## src/rtl/rvfi_retire_queue_pkg.sv

```systemverilog
// Shared RVFI retirement record types for the trace path.
// Latency: n/a (types and constants only).
// Backpressure: n/a.
// Contents: XLEN default, rvfi_rec_t record layout, RVFI_REC_W record width.
package rvfi_retire_queue_pkg;

  localparam int XLEN = 32;

  typedef struct packed {
    logic [XLEN-1:0] insn;
    logic [XLEN-1:0] pc_rdata;
    logic [XLEN-1:0] pc_wdata;
    logic [4:0]      rs1_addr;
    logic [4:0]      rs2_addr;
    logic [XLEN-1:0] rs1_rdata;
    logic [XLEN-1:0] rs2_rdata;
    logic [4:0]      rd_addr;
    logic [XLEN-1:0] rd_wdata;
    logic [XLEN-1:0] mem_addr;
    logic [3:0]      mem_wmask;
    logic [XLEN-1:0] mem_rdata;
    logic [XLEN-1:0] mem_wdata;
  } rvfi_rec_t;

  localparam int RVFI_REC_W = $bits(rvfi_rec_t);

endpackage

```

## src/rtl/rvfi_retire_queue_if.sv

```systemverilog
// Retire-record input bundle and NRET-wide flattened RVFI output bundle.
// Latency: n/a (wiring only).
// Backpressure: in_ready toward the writeback stage, out_ready from the trace consumer.
// Modports: slave = queue side, master = producer/consumer (testbench or core) side.
interface rvfi_retire_queue_if #(
  parameter int XLEN    = rvfi_retire_queue_pkg::XLEN,
  parameter int DEPTH   = 8,
  parameter int NRET    = 2,
  parameter int ORDER_W = 64
) ();
  localparam int CW = $clog2(DEPTH) + 1;

  logic                    in_valid;
  logic                    in_ready;
  logic [XLEN-1:0]         in_insn;
  logic [XLEN-1:0]         in_pc_rdata;
  logic [XLEN-1:0]         in_pc_wdata;
  logic [4:0]              in_rs1_addr;
  logic [4:0]              in_rs2_addr;
  logic [XLEN-1:0]         in_rs1_rdata;
  logic [XLEN-1:0]         in_rs2_rdata;
  logic [4:0]              in_rd_addr;
  logic [XLEN-1:0]         in_rd_wdata;
  logic [XLEN-1:0]         in_mem_addr;
  logic [3:0]              in_mem_wmask;
  logic [XLEN-1:0]         in_mem_rdata;
  logic [XLEN-1:0]         in_mem_wdata;

  logic                    out_ready;
  logic [NRET-1:0]         out_valid;
  logic [NRET*ORDER_W-1:0] out_order;
  logic [NRET*XLEN-1:0]    out_insn;
  logic [NRET*XLEN-1:0]    out_pc_rdata;
  logic [NRET*XLEN-1:0]    out_pc_wdata;
  logic [NRET*5-1:0]       out_rs1_addr;
  logic [NRET*5-1:0]       out_rs2_addr;
  logic [NRET*XLEN-1:0]    out_rs1_rdata;
  logic [NRET*XLEN-1:0]    out_rs2_rdata;
  logic [NRET*5-1:0]       out_rd_addr;
  logic [NRET*XLEN-1:0]    out_rd_wdata;
  logic [NRET*XLEN-1:0]    out_mem_addr;
  logic [NRET*4-1:0]       out_mem_wmask;
  logic [NRET*XLEN-1:0]    out_mem_rdata;
  logic [NRET*XLEN-1:0]    out_mem_wdata;
  logic                    overflow;
  logic [CW-1:0]           count;

  modport slave (
    input  in_valid, in_insn, in_pc_rdata, in_pc_wdata, in_rs1_addr, in_rs2_addr,
           in_rs1_rdata, in_rs2_rdata, in_rd_addr, in_rd_wdata, in_mem_addr,
           in_mem_wmask, in_mem_rdata, in_mem_wdata, out_ready,
    output in_ready, out_valid, out_order, out_insn, out_pc_rdata, out_pc_wdata,
           out_rs1_addr, out_rs2_addr, out_rs1_rdata, out_rs2_rdata, out_rd_addr,
           out_rd_wdata, out_mem_addr, out_mem_wmask, out_mem_rdata, out_mem_wdata,
           overflow, count
  );

  modport master (
    output in_valid, in_insn, in_pc_rdata, in_pc_wdata, in_rs1_addr, in_rs2_addr,
           in_rs1_rdata, in_rs2_rdata, in_rd_addr, in_rd_wdata, in_mem_addr,
           in_mem_wmask, in_mem_rdata, in_mem_wdata, out_ready,
    input  in_ready, out_valid, out_order, out_insn, out_pc_rdata, out_pc_wdata,
           out_rs1_addr, out_rs2_addr, out_rs1_rdata, out_rs2_rdata, out_rd_addr,
           out_rd_wdata, out_mem_addr, out_mem_wmask, out_mem_rdata, out_mem_wdata,
           overflow, count
  );

endinterface

```

## src/rtl/rvfi_retire_queue_mpop_fifo.sv

```systemverilog
// Generic single-push / NRET-pop FIFO; channel i shows entry (head+i) mod DEPTH.
// Latency: a push at edge k is readable from cycle k+1; reads are combinational.
// Backpressure: caller must only push when count < DEPTH; pop retires min(count, NRET).
// Ports: clk, rst (sync active-low), push/push_dat, pop, rd_dat/rd_vld per channel, count.
module rvfi_retire_queue_mpop_fifo #(
  parameter int WIDTH = 32,
  parameter int DEPTH = 8,
  parameter int NRET  = 2
) (
  input  logic                        clk,
  input  logic                        rst,
  input  logic                        push,
  input  logic [WIDTH-1:0]            push_dat,
  input  logic                        pop,
  output logic [NRET-1:0][WIDTH-1:0]  rd_dat,
  output logic [NRET-1:0]             rd_vld,
  output logic [$clog2(DEPTH):0]      count
);
  localparam int AW = $clog2(DEPTH);
  localparam int CW = AW + 1;

  logic [WIDTH-1:0] mem [DEPTH];
  logic [AW-1:0]    head;
  logic [AW-1:0]    tail;
  logic [CW-1:0]    count_q;
  logic [CW-1:0]    n_pop;
  logic [AW-1:0]    idx;

  always_comb begin
    n_pop = '0;
    if (pop) n_pop = (count_q > CW'(NRET)) ? CW'(NRET) : count_q;
  end

  // Power-of-two DEPTH: pointer arithmetic wraps for free, including
  // multi-entry reads straddling the end of storage.
  always_comb begin
    idx    = '0;
    rd_dat = '0;
    rd_vld = '0;
    for (int i = 0; i < NRET; i++) begin
      idx       = head + AW'(i);
      rd_dat[i] = mem[idx];
      rd_vld[i] = (count_q > CW'(i));
    end
  end

  always_ff @(posedge clk) begin
    if (!rst) begin
      head    <= '0;
      tail    <= '0;
      count_q <= '0;
    end else begin
      if (push) tail <= tail + AW'(1);
      // Truncation keeps head mod DEPTH even when NRET == DEPTH.
      head    <= head + n_pop[AW-1:0];
      count_q <= count_q + CW'(push) - n_pop;
    end
  end

  // Storage is not reset; stale entries are unreachable once pointers clear.
  always_ff @(posedge clk) begin
    if (rst && push) mem[tail] <= push_dat;
  end

  assign count = count_q;

endmodule

```

## src/rtl/rvfi_retire_queue.sv

```systemverilog
// Retirement trace queue: stamps order, applies the x0 rule, presents NRET RVFI channels.
// Latency: record accepted at edge k visible on a channel from cycle k+1.
// Backpressure: in_ready = count < DEPTH (no pop bypass); refused records set sticky overflow.
// Ports: clk, rst (sync active-low), bus (rvfi_retire_queue_if.slave).
module rvfi_retire_queue #(
  parameter int XLEN    = rvfi_retire_queue_pkg::XLEN,
  parameter int DEPTH   = 8,
  parameter int NRET    = 2,
  parameter int ORDER_W = 64
) (
  input  logic                 clk,
  input  logic                 rst,
  rvfi_retire_queue_if.slave   bus
);
  import rvfi_retire_queue_pkg::*;

  localparam int CW = $clog2(DEPTH) + 1;

  typedef struct packed {
    logic [ORDER_W-1:0] order;
    rvfi_rec_t          rec;
  } entry_t;

  localparam int EW = $bits(entry_t);

  logic [ORDER_W-1:0]         order_q;
  logic                       overflow_q;
  logic                       push;
  rvfi_rec_t                  in_rec;
  logic [NRET-1:0][EW-1:0]    rd_dat;
  logic [NRET-1:0]            rd_vld;
  logic [CW-1:0]              fifo_count;
  entry_t                     e;

  assign bus.in_ready = (fifo_count < CW'(DEPTH));
  assign push         = bus.in_valid && bus.in_ready;
  assign bus.count    = fifo_count;
  assign bus.overflow = overflow_q;

  always_comb begin
    in_rec.insn      = bus.in_insn;
    in_rec.pc_rdata  = bus.in_pc_rdata;
    in_rec.pc_wdata  = bus.in_pc_wdata;
    in_rec.rs1_addr  = bus.in_rs1_addr;
    in_rec.rs2_addr  = bus.in_rs2_addr;
    in_rec.rs1_rdata = bus.in_rs1_rdata;
    in_rec.rs2_rdata = bus.in_rs2_rdata;
    in_rec.rd_addr   = bus.in_rd_addr;
    // Writes to x0 are architecturally invisible, so the trace reports 0.
    in_rec.rd_wdata  = (bus.in_rd_addr == 5'd0) ? '0 : bus.in_rd_wdata;
    in_rec.mem_addr  = bus.in_mem_addr;
    in_rec.mem_wmask = bus.in_mem_wmask;
    in_rec.mem_rdata = bus.in_mem_rdata;
    in_rec.mem_wdata = bus.in_mem_wdata;
  end

  rvfi_retire_queue_mpop_fifo #(
    .WIDTH (EW),
    .DEPTH (DEPTH),
    .NRET  (NRET)
  ) u_fifo (
    .clk      (clk),
    .rst      (rst),
    .push     (push),
    .push_dat ({order_q, in_rec}),
    .pop      (bus.out_ready),
    .rd_dat   (rd_dat),
    .rd_vld   (rd_vld),
    .count    (fifo_count)
  );

  // Dropped records do not consume an order number.
  always_ff @(posedge clk) begin
    if (!rst) begin
      order_q    <= '0;
      overflow_q <= 1'b0;
    end else begin
      if (push) order_q <= order_q + ORDER_W'(1);
      if (bus.in_valid && !bus.in_ready) overflow_q <= 1'b1;
    end
  end

  // Invalid channels are zero-gated so stale storage never leaks onto the trace.
  always_comb begin
    e                 = '0;
    bus.out_valid     = rd_vld;
    bus.out_order     = '0;
    bus.out_insn      = '0;
    bus.out_pc_rdata  = '0;
    bus.out_pc_wdata  = '0;
    bus.out_rs1_addr  = '0;
    bus.out_rs2_addr  = '0;
    bus.out_rs1_rdata = '0;
    bus.out_rs2_rdata = '0;
    bus.out_rd_addr   = '0;
    bus.out_rd_wdata  = '0;
    bus.out_mem_addr  = '0;
    bus.out_mem_wmask = '0;
    bus.out_mem_rdata = '0;
    bus.out_mem_wdata = '0;
    for (int i = 0; i < NRET; i++) begin
      e = rd_vld[i] ? entry_t'(rd_dat[i]) : '0;
      bus.out_order[i*ORDER_W +: ORDER_W] = e.order;
      bus.out_insn[i*XLEN +: XLEN]        = e.rec.insn;
      bus.out_pc_rdata[i*XLEN +: XLEN]    = e.rec.pc_rdata;
      bus.out_pc_wdata[i*XLEN +: XLEN]    = e.rec.pc_wdata;
      bus.out_rs1_addr[i*5 +: 5]          = e.rec.rs1_addr;
      bus.out_rs2_addr[i*5 +: 5]          = e.rec.rs2_addr;
      bus.out_rs1_rdata[i*XLEN +: XLEN]   = e.rec.rs1_rdata;
      bus.out_rs2_rdata[i*XLEN +: XLEN]   = e.rec.rs2_rdata;
      bus.out_rd_addr[i*5 +: 5]           = e.rec.rd_addr;
      bus.out_rd_wdata[i*XLEN +: XLEN]    = e.rec.rd_wdata;
      bus.out_mem_addr[i*XLEN +: XLEN]    = e.rec.mem_addr;
      bus.out_mem_wmask[i*4 +: 4]         = e.rec.mem_wmask;
      bus.out_mem_rdata[i*XLEN +: XLEN]   = e.rec.mem_rdata;
      bus.out_mem_wdata[i*XLEN +: XLEN]   = e.rec.mem_wdata;
    end
  end

endmodule

```

## src/flat_wrapper.sv

```systemverilog
// flat-port wrapper written by rule: the top's interface ports become plain ports
module rvfi_retire_queue_flat import rvfi_retire_queue_pkg::*;
#(
  parameter int XLEN    = rvfi_retire_queue_pkg::XLEN,
  parameter int DEPTH   = 8,
  parameter int NRET    = 2,
  parameter int ORDER_W = 64
)
  (clk, rst, bus_in_valid, bus_in_insn, bus_in_pc_rdata, bus_in_pc_wdata, bus_in_rs1_addr, bus_in_rs2_addr, bus_in_rs1_rdata, bus_in_rs2_rdata, bus_in_rd_addr, bus_in_rd_wdata, bus_in_mem_addr, bus_in_mem_wmask, bus_in_mem_rdata, bus_in_mem_wdata, bus_out_ready, bus_in_ready, bus_out_valid, bus_out_order, bus_out_insn, bus_out_pc_rdata, bus_out_pc_wdata, bus_out_rs1_addr, bus_out_rs2_addr, bus_out_rs1_rdata, bus_out_rs2_rdata, bus_out_rd_addr, bus_out_rd_wdata, bus_out_mem_addr, bus_out_mem_wmask, bus_out_mem_rdata, bus_out_mem_wdata, bus_overflow, bus_count);
  rvfi_retire_queue_if #(.XLEN(XLEN), .DEPTH(DEPTH), .NRET(NRET), .ORDER_W(ORDER_W)) bus_i ();
  input  logic clk;
  input  logic rst;
  input wire logic [$bits(bus_i.in_valid)-1:0] bus_in_valid;
  input wire logic [$bits(bus_i.in_insn)-1:0] bus_in_insn;
  input wire logic [$bits(bus_i.in_pc_rdata)-1:0] bus_in_pc_rdata;
  input wire logic [$bits(bus_i.in_pc_wdata)-1:0] bus_in_pc_wdata;
  input wire logic [$bits(bus_i.in_rs1_addr)-1:0] bus_in_rs1_addr;
  input wire logic [$bits(bus_i.in_rs2_addr)-1:0] bus_in_rs2_addr;
  input wire logic [$bits(bus_i.in_rs1_rdata)-1:0] bus_in_rs1_rdata;
  input wire logic [$bits(bus_i.in_rs2_rdata)-1:0] bus_in_rs2_rdata;
  input wire logic [$bits(bus_i.in_rd_addr)-1:0] bus_in_rd_addr;
  input wire logic [$bits(bus_i.in_rd_wdata)-1:0] bus_in_rd_wdata;
  input wire logic [$bits(bus_i.in_mem_addr)-1:0] bus_in_mem_addr;
  input wire logic [$bits(bus_i.in_mem_wmask)-1:0] bus_in_mem_wmask;
  input wire logic [$bits(bus_i.in_mem_rdata)-1:0] bus_in_mem_rdata;
  input wire logic [$bits(bus_i.in_mem_wdata)-1:0] bus_in_mem_wdata;
  input wire logic [$bits(bus_i.out_ready)-1:0] bus_out_ready;
  output wire logic [$bits(bus_i.in_ready)-1:0] bus_in_ready;
  output wire logic [$bits(bus_i.out_valid)-1:0] bus_out_valid;
  output wire logic [$bits(bus_i.out_order)-1:0] bus_out_order;
  output wire logic [$bits(bus_i.out_insn)-1:0] bus_out_insn;
  output wire logic [$bits(bus_i.out_pc_rdata)-1:0] bus_out_pc_rdata;
  output wire logic [$bits(bus_i.out_pc_wdata)-1:0] bus_out_pc_wdata;
  output wire logic [$bits(bus_i.out_rs1_addr)-1:0] bus_out_rs1_addr;
  output wire logic [$bits(bus_i.out_rs2_addr)-1:0] bus_out_rs2_addr;
  output wire logic [$bits(bus_i.out_rs1_rdata)-1:0] bus_out_rs1_rdata;
  output wire logic [$bits(bus_i.out_rs2_rdata)-1:0] bus_out_rs2_rdata;
  output wire logic [$bits(bus_i.out_rd_addr)-1:0] bus_out_rd_addr;
  output wire logic [$bits(bus_i.out_rd_wdata)-1:0] bus_out_rd_wdata;
  output wire logic [$bits(bus_i.out_mem_addr)-1:0] bus_out_mem_addr;
  output wire logic [$bits(bus_i.out_mem_wmask)-1:0] bus_out_mem_wmask;
  output wire logic [$bits(bus_i.out_mem_rdata)-1:0] bus_out_mem_rdata;
  output wire logic [$bits(bus_i.out_mem_wdata)-1:0] bus_out_mem_wdata;
  output wire logic [$bits(bus_i.overflow)-1:0] bus_overflow;
  output wire logic [$bits(bus_i.count)-1:0] bus_count;
  assign bus_i.in_valid = bus_in_valid;
  assign bus_i.in_insn = bus_in_insn;
  assign bus_i.in_pc_rdata = bus_in_pc_rdata;
  assign bus_i.in_pc_wdata = bus_in_pc_wdata;
  assign bus_i.in_rs1_addr = bus_in_rs1_addr;
  assign bus_i.in_rs2_addr = bus_in_rs2_addr;
  assign bus_i.in_rs1_rdata = bus_in_rs1_rdata;
  assign bus_i.in_rs2_rdata = bus_in_rs2_rdata;
  assign bus_i.in_rd_addr = bus_in_rd_addr;
  assign bus_i.in_rd_wdata = bus_in_rd_wdata;
  assign bus_i.in_mem_addr = bus_in_mem_addr;
  assign bus_i.in_mem_wmask = bus_in_mem_wmask;
  assign bus_i.in_mem_rdata = bus_in_mem_rdata;
  assign bus_i.in_mem_wdata = bus_in_mem_wdata;
  assign bus_i.out_ready = bus_out_ready;
  assign bus_in_ready = bus_i.in_ready;
  assign bus_out_valid = bus_i.out_valid;
  assign bus_out_order = bus_i.out_order;
  assign bus_out_insn = bus_i.out_insn;
  assign bus_out_pc_rdata = bus_i.out_pc_rdata;
  assign bus_out_pc_wdata = bus_i.out_pc_wdata;
  assign bus_out_rs1_addr = bus_i.out_rs1_addr;
  assign bus_out_rs2_addr = bus_i.out_rs2_addr;
  assign bus_out_rs1_rdata = bus_i.out_rs1_rdata;
  assign bus_out_rs2_rdata = bus_i.out_rs2_rdata;
  assign bus_out_rd_addr = bus_i.out_rd_addr;
  assign bus_out_rd_wdata = bus_i.out_rd_wdata;
  assign bus_out_mem_addr = bus_i.out_mem_addr;
  assign bus_out_mem_wmask = bus_i.out_mem_wmask;
  assign bus_out_mem_rdata = bus_i.out_mem_rdata;
  assign bus_out_mem_wdata = bus_i.out_mem_wdata;
  assign bus_overflow = bus_i.overflow;
  assign bus_count = bus_i.count;
  rvfi_retire_queue #(.XLEN(XLEN), .DEPTH(DEPTH), .NRET(NRET), .ORDER_W(ORDER_W)) u_core (.clk(clk), .rst(rst), .bus(bus_i));
endmodule
```

## config.mk

```make
export PLATFORM = sky130hd
export DESIGN_NAME = rvfi_retire_queue_flat
export DESIGN_NICKNAME = d
export VERILOG_FILES = /design/src/rtl/rvfi_retire_queue_pkg.sv /design/src/rtl/rvfi_retire_queue_if.sv /design/src/rtl/rvfi_retire_queue_mpop_fifo.sv /design/src/rtl/rvfi_retire_queue.sv /design/src/flat_wrapper.sv
export SDC_FILE = /design/constraint.sdc
export NUM_CORES = 2
export LEC_CHECK = 0
export CAP_MARGIN = 5
export CORE_MARGIN = 3
export CORE_UTILIZATION = 25
export CTS_CLUSTER_DIAMETER = 120
export DETAILED_ROUTE_END_ITERATION = 8
export GPL_TIMING_DRIVEN = 0
export PLACE_DENSITY_LB_ADDON = 0.3
export SYNTH_ARGS = -nofsm -noshare
export SYNTH_HDL_FRONTEND = slang
export SYNTH_SLANG_ARGS = --single-unit
```

## constraint.sdc

```tcl
create_clock -name clk -period 42.6 [get_ports clk]
set_input_delay 12.78 -clock clk [delete_from_list [all_inputs] [get_ports clk]]
set_output_delay 12.78 -clock clk [all_outputs]
set_load 0.05 [all_outputs]
```

==> impl_metrics.py <==
metrics = {
    "outcome": {
        "status": "finished, final reports clean",
    },
    "power": {
        "peakVddDrop_uv": 78.9,
        "powerDensity_mw_per_mm2": 76.7,
        "p_leak_nw": 52.7,
        "p_total_mw": 13.4,
    },
    "setup_path": {
        "ff2ff_path_depth": 16,
        "endpoint": "bus_out_insn[23]",
        "path_max_fanout": 10,
        "regToRegSetupSlack_ns": 37.64,
        "r2r-start": "u_core.u_fifo.count[3]",
        "worstPathArrival_ns": 6.53,
        "critPathLaunch": "u_core.u_fifo.count[3]",
        "crit_family": "buffers and inverters",
        "cp.depth": 9,
        "crit_type": "reg2out",
        "cp_cell_sequence": "nor3_2 -> buf_6 -> inv_1 -> nor2_2 -> clkbuf_2 -> clkbuf_2 -> clkbuf_1 -> nor2_1 -> clkdlybuf4s50_1",
        "critPathRequiredTime_ns": 29.82,
        "cp_slowest_stage_delay_ns": 0.99,
        "crit_slowest_cell": "clkdlybuf4s50_1",
        "cp-end-kind": "primary output",
        "startpoint_type": "flop",
        "path_buf_inv": 6,
        "crit_path_frequent_cell": "clkbuf_2",
        "reg2reg_to": "u_core.u_fifo.mem[2][233]",
    },
    "sta": {
        "max_freq_mhz": 51.8,
        "maxSlewViolCount": 0,
        "max_slew_margin_pct": 5.95,
        "period_share_pct": 45.3,
        "rsz0062_at_grt": "no",
        "skew_ns": 0.0767,
        "setup_viol": 0,
        "final_hold_viol_count": 0,
        "period_minus_slack_ns": 19.31,
        "holdWs_ns": 0.570,
        "tightest_slew_ns": 1.41,
        "timing.setup.tns_ns": 0,
    },
    "drt": {
        "wl_um": 533000,
        "first_pass_iters": 6,
        "vias_per_cell": 5.05,
        "num_vias": 83700,
        "drc": 0,
        "drt_iter0_markers": 8965,
        "routedWlPerCell_um": 32.1,
        "ant_nets": 0,
    },
    "placed_design": {
        "dp_cells": 15900,
        "placed_area_mm2": 0.163,
        "hpwlAfterDp_um": 385000,
        "place_congestion": 0.792,
        "port_buffers": 1060,
    },
    "logic_synthesis": {
        "yosysWarnings": 0,
        "synth_fp_nets": 7643,
        "async_reset_ff_share_pct": 0,
        "synth_edf_count": 2968,
        "synthCells": 7321,
        "synth_ff_type": "edfxtp_1",
        "ys_types": 42,
        "avgSynthCellArea_um2": 18.9,
        "ys_seq_area_share_pct": 65.5,
        "syn_area_mm2": 0.138,
        "ys_ff_latch": 3043,
    },
    "cts": {
        "cts_tree": "built",
        "cts_resized": 0,
        "clk_latency_ns": 0.99,
        "clk_path_buf_depth": 4,
        "cts.sinks": 3043,
        "h-tree-depth": 5,
        "cts_hold_buf": 0,
        "cts-root-buf": "clkbuf_16",
        "clk_pin_slew_ns": 0.06,
        "cts-buffers-inserted": 355,
        "post_cts_buffers": 0,
    },
    "die": {
        "start_util_pct": 25.2,
        "die_x_um": 750,
        "coreArea_mm2": 0.550,
        "row_count": 272,
        "die_h_um": 750,
        "top_level_ports": 1061,
        "die_area_mm2": 0.563,
    },
    "layout": {
        "fill_cells": 52800,
        "stdcell_count": 16600,
        "area_growth_pct": 26.0,
        "final_cell_area_mm2": 0.174,
        "drive_gt1_share_pct": 26.5,
        "layout.nets": 9323,
    },
    "grt": {
        "grt_max_degree": 24,
        "grt_use_total_pct": 18.4,
        "antenna_found_initial": 115,
        "first_global_vias": 86600,
        "grt_pass1_wl_um": 729000,
        "overflow": 0,
    },
    "run": {
        "maxCapViolations": 0,
    },
    "min_path": {
        "hp-class": "reg2reg",
    },
}
final cells by class:
cell class | instances | area, um^2 | share of cell area (%)
antenna | 27 | 67.6 | 0.0387
buffer | 551 | 2280 | 1.31
clock buffer | 415 | 9260 | 5.31
clock inverter | 238 | 2550 | 1.46
inverter | 17 | 63.8 | 0.0366
multi-input combinational | 3710 | 45600 | 26.1
sequential | 3043 | 90600 | 51.9
tap | 7261 | 9080 | 5.21
timing repair buffer | 1323 | 15000 | 8.58
registers in the layout, summed over array words and instances, names as in the netlist:
register / flops
u_core.u_fifo.head: 3
u_core.u_fifo.mem: 2968
u_core.bus.overflow: 1
u_core.u_fifo.tail: 3
u_core.order_q: 64
u_core.u_fifo.count: 4
worst min-delay path by stage:
stage / from / end / slack [ns] / cells past startpoint
after CTS: u_core.bus.overflow / u_core.bus.overflow / 0.58 / 2
after global routing: u_core.u_fifo.tail[1] / u_core.u_fifo.tail[1] / 0.63 / 2
after detailed placement: u_core.bus.overflow / u_core.bus.overflow / 0.57 / 2
final: u_core.bus.overflow / u_core.bus.overflow / 0.57 / 2
after global placement: u_core.u_fifo.tail[1] / u_core.u_fifo.tail[1] / 0.52 / 2
after floorplan: u_core.u_fifo.tail[1] / u_core.u_fifo.tail[1] / 0.50 / 2
placed cells by master (no fill, tap or decap), types with 79 or more instances in the layout:
| cell | instances |
|---|---|
| edfxtp_1 | 2968 |
| mux4_2 | 1484 |
| clkdlybuf4s50_1 | 1060 |
| nand2_1 | 767 |
| nor2_1 | 431 |
| a21oi_1 | 399 |
| mux2i_1 | 373 |
| clkbuf_16 | 361 |
| clkbuf_1 | 312 |
| buf_2 | 133 |
| buf_12 | 127 |
| buf_1 | 122 |
| buf_6 | 95 |
| clkinv_1 | 79 |
per-layer routing:
metal | GRT usage, % | share of wire, %
met5 | 0 | 0.062
met4 | 6.71 | 4.0
met3 | 3.71 | 7.4
met2 | 30.3 | 48
met1 | 24.0 | 41
logic make-up (layout without fill, tap and decap cells):
kind of cell    Yosys count  count (layout)  synth area share, %
fa+ha+maj                11              11                0.110
compound gates          430             430                 1.57
xor+xnor                 43              43                0.272
flops                  3043            3043                 65.5
mux                    1857            1857                 26.8
simple gates           1368            1368                 4.07
buf+inv                 568            2544                 1.66
other cells               1              28              0.00271
power breakdown:
part | switching [mW] | internal [mW] | leakage [nW] | total, mW
logic | 4.65 | 2.23 | 19.7 | 6.88
registers | 0.0394 | 3.37 | 27.3 | 3.41
clock network | 1.30 | 1.79 | 5.73 | 3.09
stage by stage:
stage | utilization (%) | worst slack (ns)
2_1_floorplan | - | 2.44
3_3_place_gp | 28.7 | -35.50
3_5_place_dp | 29.5 | 23.84
4_1_cts | 31.7 | 22.66
5_1_grt | 31.7 | 22.85
6_report | 31.7 | 23.30
cell usage after synthesis, types with 2 or more instances:
| library cell | number | area share [%] |
|---|---|---|
| nor2_1 | 438 | 1.2 |
| nor4_2 | 4 | 0.036 |
| nand4_4 | 2 | 0.031 |
| mux4_2 | 1484 | 24 |
| buf_2 | 127 | 0.46 |
| and3_1 | 11 | 0.050 |
| clkbuf_1 | 296 | 0.80 |
| edfxtp_1 | 2968 | 64 |
| nand2b_1 | 3 | 0.014 |
| and2_1 | 2 | 0.0090 |
| xor2_1 | 31 | 0.20 |
| nor3_1 | 14 | 0.051 |
| a21oi_1 | 400 | 1.4 |
| dfxtp_1 | 75 | 1.1 |
| or4_1 | 8 | 0.043 |
| nor2b_1 | 34 | 0.15 |
| ha_1 | 9 | 0.081 |
| or3_1 | 20 | 0.090 |
| mux2i_1 | 373 | 2.7 |
| o31ai_1 | 7 | 0.038 |
| o21ai_0 | 20 | 0.072 |
| and4_1 | 2 | 0.013 |
| nand2_1 | 767 | 2.1 |
| nor4_1 | 4 | 0.018 |
| inv_1 | 16 | 0.043 |
| nand4_2 | 2 | 0.018 |
| nand3_1 | 21 | 0.076 |
| buf_1 | 128 | 0.35 |
| nor4_4 | 2 | 0.031 |
| fa_1 | 2 | 0.029 |
| xnor2_1 | 12 | 0.076 |
| nand4_1 | 29 | 0.13 |
worst reg2reg max path, delay by kind of cell, from the launching register on:
| family | cells | cell delay, ns |
|---|---|---|
| buffers and inverters | 13 | 2.70 |
| and+or+nand+nor | 3 | 1.50 |
| DFF | 1 | 0.48 |
Power figures use the tool's default switching activity.
